[config.mk]
export PLATFORM = sky130hd
export DESIGN_NAME = fix_parser
export DESIGN_NICKNAME = d
export VERILOG_FILES = /design/src/rtl/fix_pkg.sv /design/src/rtl/fix_parser.sv
export SDC_FILE = /design/constraint.sdc
export NUM_CORES = 1
export LEC_CHECK = 0
export CORE_ASPECT_RATIO = 0.75
export CORE_MARGIN = 2
export CORE_UTILIZATION = 43
export DETAILED_ROUTE_END_ITERATION = 10
export MAX_ROUTING_LAYER = met4
export PLACE_DENSITY = 0.74
export SLEW_MARGIN = 20
export SYNTH_ARGS = -nofsm -noshare
export SYNTH_HDL_FRONTEND = slang
export SYNTH_SLANG_ARGS = --single-unit
[constraint.sdc]
create_clock -name clk -period 1.4 [get_ports clk]
set_input_delay 0.14 -clock clk [delete_from_list [all_inputs] [get_ports clk]]
set_output_delay 0.14 -clock clk [all_outputs]
set_load 0.05 [all_outputs]
[src/rtl/fix_pkg.sv]
// Shared definitions for the FIX tag=value<SOH> tokenizer.
package fix_pkg;

  typedef enum logic [2:0] {
    SYNC,
    TAG_FIRST,
    TAG,
    VAL_FIRST,
    VAL
  } state_e;

  localparam logic [7:0]  SOH_BYTE        = 8'h01;
  localparam logic [7:0]  EQ_BYTE         = 8'h3D;
  localparam int unsigned MAX_TAG_LEN_DEF = 5;

  function automatic logic is_digit(input logic [7:0] b);
    return (b >= 8'h30) && (b <= 8'h39);
  endfunction

endpackage

[src/rtl/fix_parser.sv]
// Byte-serial FIX tokenizer: forwards each accepted byte one cycle later and
// flags tag/value boundaries aligned with that byte on data_o.
module fix_parser
  import fix_pkg::*;
#(
  parameter logic [7:0]  DELIM       = SOH_BYTE,
  parameter logic [7:0]  EQ          = EQ_BYTE,
  parameter int unsigned MAX_TAG_LEN = MAX_TAG_LEN_DEF
) (
  input  logic       clk,
  input  logic       rst,
  input  logic       ctrl,
  input  logic [7:0] data_i,
  output logic [7:0] data_o,
  output logic       tag_s_o,
  output logic       tag_e_o,
  output logic       value_s_o,
  output logic       value_e_o
);

  localparam int unsigned CW = $clog2(MAX_TAG_LEN + 1);

  state_e        state_q, state_d;
  logic [CW-1:0] cnt_q, cnt_d;
  logic [7:0]    data_q, data_d;
  logic          tag_s_q, tag_s_d;
  logic          tag_e_q, tag_e_d;
  logic          val_s_q, val_s_d;
  logic          val_e_q, val_e_d;

  always_ff @(posedge clk) begin
    if (rst) begin
      state_q <= SYNC;
      cnt_q   <= '0;
      data_q  <= '0;
      tag_s_q <= 1'b0;
      tag_e_q <= 1'b0;
      val_s_q <= 1'b0;
      val_e_q <= 1'b0;
    end else begin
      state_q <= state_d;
      cnt_q   <= cnt_d;
      data_q  <= data_d;
      tag_s_q <= tag_s_d;
      tag_e_q <= tag_e_d;
      val_s_q <= val_s_d;
      val_e_q <= val_e_d;
    end
  end

  always_comb begin
    state_d = state_q;
    cnt_d   = cnt_q;
    data_d  = data_q;
    tag_s_d = 1'b0;
    tag_e_d = 1'b0;
    val_s_d = 1'b0;
    val_e_d = 1'b0;
    // An unknown ctrl falls through to the run branch.
    if (ctrl) begin
      state_d = state_q;
    end else begin
      data_d = data_i;
      unique case (state_q)
        SYNC: begin
          if (data_i == DELIM) state_d = TAG_FIRST;
        end
        TAG_FIRST: begin
          if (is_digit(data_i)) begin
            tag_s_d = 1'b1;
            cnt_d   = CW'(1);
            state_d = TAG;
          end else if (data_i != DELIM) begin
            state_d = SYNC;
          end
        end
        TAG: begin
          if (is_digit(data_i)) begin
            if (cnt_q == CW'(MAX_TAG_LEN)) state_d = SYNC;
            else                           cnt_d   = cnt_q + CW'(1);
          end else if (data_i == EQ) begin
            tag_e_d = 1'b1;
            state_d = VAL_FIRST;
          end else if (data_i == DELIM) begin
            state_d = TAG_FIRST;
          end else begin
            state_d = SYNC;
          end
        end
        VAL_FIRST: begin
          if (data_i == DELIM) begin
            state_d = TAG_FIRST;
          end else begin
            val_s_d = 1'b1;
            state_d = VAL;
          end
        end
        VAL: begin
          if (data_i == DELIM) begin
            val_e_d = 1'b1;
            state_d = TAG_FIRST;
          end
        end
        default: state_d = SYNC;
      endcase
    end
  end

  assign data_o    = data_q;
  assign tag_s_o   = tag_s_q;
  assign tag_e_o   = tag_e_q;
  assign value_s_o = val_s_q;
  assign value_e_o = val_e_q;

endmodule

Word level (Yosys, flattened, before mapping). Cells that the tools add are included.

Reductions and logical operators: 10. Bitwise operators: 5. Order comparisons: 2. Mux-type cells: 17. Add/sub/neg operators: 1. Equal/unequal tests: 14.

Operators by type and width (count): 3-bit two-way mux (9); 3-bit one-hot mux with 4 select lines (1); 3-bit OR reduction (3); 8-bit by 1-bit == test with 1-bit output (second input constant) (1); 8-bit by 6-bit == test with 1-bit output (second input constant) (1); 8-bit by 6-bit >= comparator with 1-bit output (second input constant) (1); 8-bit by 6-bit <= comparator with 1-bit output (second input constant) (1); 8-bit by 1-bit inequality test with 1-bit output (second input constant) (1); 3-bit by 2-bit == test with 1-bit output (second input constant) (2); 3-bit == test (second input constant) (2); 2-bit inequality test (second input constant) (3); 3-bit inequality test (second input constant) (2); 3-bit one-hot mux with 2 select lines (1); 1-bit two-way mux (5); 1-bit NOT (5); 5-bit AND reduction (1); 4-bit AND reduction (1); 4-bit OR reduction (1); 3-bit by 1-bit adder with 3-bit output (second input constant) (1); 3-bit by 1-bit == test with 1-bit output (second input constant) (1); 3-bit logical NOT (1); 2-bit two-way mux (1); 2-bit by 1-bit inequality test with 1-bit output (second input constant) (1); 2-bit nonzero test (1); other kinds (2) (2).

Word-level logic and storage cells: 56. Register bits: 18. Output and inout port bits: 12. Input port bits: 11.

Depth between registers and ports, before layout.
Depth after elaboration: 5. Depth in mapped cells: 6. Depth with buffers taken out: 6.

Worst setup path before layout. OpenSTA, ideal clock, no wires.

Kind: flip-flop to flip-flop. Start point: register state_q[1]. End point: register cnt_q[1]. Arrival time: 1.403 ns. Required time: 1.330 ns. Buffers on the path: 1. Library setup time: 0.070 ns. Stages on the path, launching flop included: 5. Clock period less this slack: 1.473 ns. Setup slack: -0.073 ns. Cell sequence: dfxtp_1 buf_4 or3b_1 or4b_1 a21oi_1.

Word-level cells in the longest chain between the ends: 3. Elaborated cells between the ends (all ways): 8. Classes of those cells: eq/ne: 5; mux: 1; reduce/logical: 2.

Ends and longest elaborated chain: start, declared (line fix_parser.sv:23) `state_e state_q, state_d;`; start signal, assigned (line fix_parser.sv:41) `state_q <= state_d;`; 3-bit by 2-bit == test with 1-bit output / 3-bit by 1-bit == test with 1-bit output (equally long branches) (line fix_parser.sv:64) `unique case (state_q)`; 2-bit inequality test (no line) / 2-bit nonzero test (equally long branches); 5-bit AND reduction (no line); end signal, assigned (line fix_parser.sv:42) `cnt_q <= cnt_d;`; end, declared (line fix_parser.sv:24) `logic [CW-1:0] cnt_q, cnt_d;`.

Several ways; a longest one is shown, not always the timed one. A chain may end at the register's enable or synchronous reset.

Worst setup path after layout. Ends and elaborated chain as after synthesis.

==> qor_table.md <==
| Step | Item | Reported |
|:---|:---|:---|
| die | Area of the core | 0.00201 sq mm |
| critical path | Arrival time of the worst setup path | 1710 ps |
| critical path | Source of the worst register-to-register timing path | state_q[1] |
| synthesis | Dominant cell type by area after synthesis | sky130_fd_sc_hd__dfxtp_1 |
| route | Post-detailed-route via-to-cell ratio | 5.50 |
| global route | Vias in the first global route | 977 |
| global route | Antenna violations before repair | 0 |
| final layout | Area taken by multi-input logic gates | 621 sq um |
| synthesis | Post-synthesis instance area | 925 sq um |
| critical path | CP Launch Type | register |
| critical path | R2r worst-path depth | 3 |
| clocking | Clock Path Buffers | 2 |
| power and ir drop | Peak supply drop | 0.551 mV |
| synthesis | Net count after synthesis | 111 |
| global route | Wire length of the first global-routing pass | 4270 microns |
| timing | Final hold violation count | 0 |
| synthesis | Yosys warns | 0 |
| min path | Hold endpoint | data_o[0] |
| timing | Final worst-path setup slack | -67.2 ps |
| final layout | Layout-stage area growth over the synthesis result | 62.7% |
| clocking | Number of levels in the clock H-tree | 1 |
| timing | Final total negative setup slack | -119 ps |
| clocking | Number of buffers created by CTS | 3 |
| final layout | Post-route core utilization | 0.747 |
| final layout | Ratio of cells with drive above 1 in the final layout | 0.483 |
| synthesis | Top cells by count, synth | 18 x sky130_fd_sc_hd__dfxtp_1, 12 x sky130_fd_sc_hd__nor2_1, 8 x sky130_fd_sc_hd__mux2i_1 |
| flow run | Reported max-cap violation count | 0 |
| clocking | CTS Sinks | 18 |
| route | Total wire length | 2810 microns |
| die | Total Die Area | 0.00254 sq mm |
| final layout | Final #Nets | 166 |
| synthesis | Cell with the most instances after synthesis | sky130_fd_sc_hd__dfxtp_1 |
| critical path | CP Launch Point | state_q[1] |
| critical path | Register-to-register setup slack | -70 ps |
| place | Count of port buffers added during placement | 22 |
| place | Placed Instance Area | 0.00131 sq mm |
| synthesis | Flip-flop and latch count after synthesis | 18 |
| critical path | Endpoint of the worst register-to-register path | cnt_q[1] |
| die | X dimension of the die | 57.5 microns |
| timing | Largest clock skew in the final design | 9.69 ps |
| route | Detailed Routing Iterations Pass 1 | 4 |
| power and ir drop | Leakage | 0.653 nW |
| synthesis | Register area share after synthesis | 0.390 |
| final layout | Area taken by flip-flops and latches | 365 sq um |
| timing | Relative slew slack | 0.767 |
| die | Row count | 14 |
| clocking | Library cell used as clock root buffer | sky130_fd_sc_hd__clkbuf_4 |
| synthesis | Async SR Flop Fraction | 0 |
| route | Post-detailed-route DRC marker count | 0 |
| global route | All-layer global routing usage | 0.228 |
| critical path | Type of the worst setup path | register to register |
| timing | Final max-slew violation count | 0 |
| power and ir drop | Total power divided by cell area | 666 mW/mm^2 |
| global route | Overall overflow remaining after global route | 0 |
| synthesis | Synth top area cells | sky130_fd_sc_hd__dfxtp_1 39%, sky130_fd_sc_hd__mux2i_1 8.7%, sky130_fd_sc_hd__nor2_1 4.9%, sky130_fd_sc_hd__nor4b_2 3.2%, sky130_fd_sc_hd__a21oi_1 2.7% |
| clocking | Clk_lat worst skew | 300 ps |
| place | Post-placement worst setup slack | -485 ps |
| route | Routed len/inst | 16.0 microns |
| synthesis | EDFF count, synth | 0 |
| synthesis | Most frequently used flop master after synthesis | sky130_fd_sc_hd__dfxtp_1 |
| critical path | Endpoint class of the critical path | register |
| global route | Largest net degree at the start of global routing | 14 |
| route | Starting DRC count in detailed routing | 17 |
| timing | Final critical path time including I/O delays and setup | 1470 ps |
| clocking | Clock tree from TritonCTS | done |
| timing | Share of the clock period used by the worst path | 1.05 |
| place | Final Wtd Congestion | 0.896 |
| min path | Hold path startpoint | data_i[0] |
| route | Count of antenna-violating nets left after detailed routing | 0 |
| synthesis | Synthesized area per cell | 9.44 sq um |
| min path | Cell count of the worst hold path | 4 |
| synthesis | Post-synth top area share | 0.390 |
| die | Initial cell density of the core | 0.459 |
| critical path | Top fanout value on the critical path | 5 |
| place | Post-DP HPWL | 1890 microns |
| clocking | Worst-path clk slew | 100 ps |
| route | Via count | 963 |
| outcome | Run status | finished with violations |
| final layout | Fill count | 148 |
| die | Die Y-Extent | 44.2 microns |
| outcome | Violated checks | negative setup slack |
| synthesis | Number of different library cells in the post-synthesis netlist | 39 |
| timing | RSZ-0062 raised after global routing | yes |
| die | Boundary Pins | 23 |
| final layout | Cell area after layout | 0.00150 sq mm |
| synthesis | Cell count after synthesis | 98 |
| critical path | Worst path required time | 1640 ps |
| timing | Maximum operating frequency | 682 MHz |
| timing | Transition time of the tightest slew-check pin | 346 ps |
| min path | Class of the tightest hold or removal check | input port to register |
| timing | Endpoints failing setup | 2 |
| final layout | Antenna Cells | 0 |
## cells in the final DEF, fill, tap and decap left out, drive strengths merged, types with 2 or more instances in the layout
cell,netlist,routed
a21oi,5,5
buf,2,45
clkbuf,3,3
clkdlybuf4s50,0,2
dfxtp,18,18
dlygate4sd2,0,5
dlymetal6s2s,0,3
ha,2,2
inv,5,5
mux2i,8,8
nand2,6,6
nand2b,3,3
nor2,12,12
nor4,5,5
nor4b,4,4
o21ai,2,2
o41ai,2,2
or4,2,2
## registers in the layout (all words and copies together), names as in the netlist
register,count
value_e_o,1
tag_e_o,1
cnt_q,3
value_s_o,1
data_o,8
tag_s_o,1
state_q,3
## power breakdown
part           internal, mW  switching, mW  leakage (nW)
sequential            0.525        0.00727         0.149
clock                 0.100          0.157        0.0138
combinational        0.0910          0.121         0.491
## metrics by stage
step	hold WS, ps	std cells	power [mW]
3_5_place_dp	489	166	0.738
6_report	248	175	1.00
5_1_grt	290	175	1.04
2_1_floorplan	284	98	0.648
3_3_place_gp	470	166	0.734
4_1_cts	353	173	0.996
## worst max path at each step
stage | to | cells past startpoint
finish | cnt_q[1] | 3
detailed placement | cnt_q[1] | 5
floorplan | cnt_q[1] | 4
global route | cnt_q[1] | 6
CTS | cnt_q[1] | 3
global placement | cnt_q[1] | 5
## per-layer routing
layer | vias to the layer above | global-route usage | share of wire
li1 | 472 | - | -
met1 | 470 | 0.259 | 0.44
met5 | - | - | 0
met4 | 0 | 0.0744 | 0.0078
met3 | 2 | 0.0673 | 0.032
met2 | 19 | 0.389 | 0.52
## repair_timing
| action | 4_1_cts | 5_1_grt |
|---|---|---|
| endpoints found under the hold margin | 0 | 0 |
| hold buffers | 0 | 0 |
| resized for setup | 13 | 21 |
| pin swaps | 7 | 4 |
| setup endpoints to repair | 4 | 7 |
| setup buffers | 4 | 2 |
| cloned | 0 | 0 |
## critical path, stage by stage (launching register included)
cell and delay [ps]:
sky130_fd_sc_hd__dfxtp_2 380, sky130_fd_sc_hd__or3b_4 400, sky130_fd_sc_hd__or4b_4 520, sky130_fd_sc_hd__a21oi_2 130
## area by class of cell
cell class	instances	area share
Multi-Input combinational cell	70	0.413
Sequential cell	18	0.243
Tap cell	24	0.0200
Inverter	5	0.0125
Timing Repair Buffer	55	0.297
Clock buffer	3	0.0150
## kinds of logic (layout without fill, tap and decap cells)
family | Yosys count | count (layout) | share of synthesized area
mux | 8 | 8 | 0.0866
compound gates | 17 | 17 | 0.129
simple gates | 43 | 43 | 0.304
flops | 18 | 18 | 0.390
buf+inv | 10 | 63 | 0.0636
fa+ha+maj | 2 | 2 | 0.0271
(Power assumes the default switching activity.)
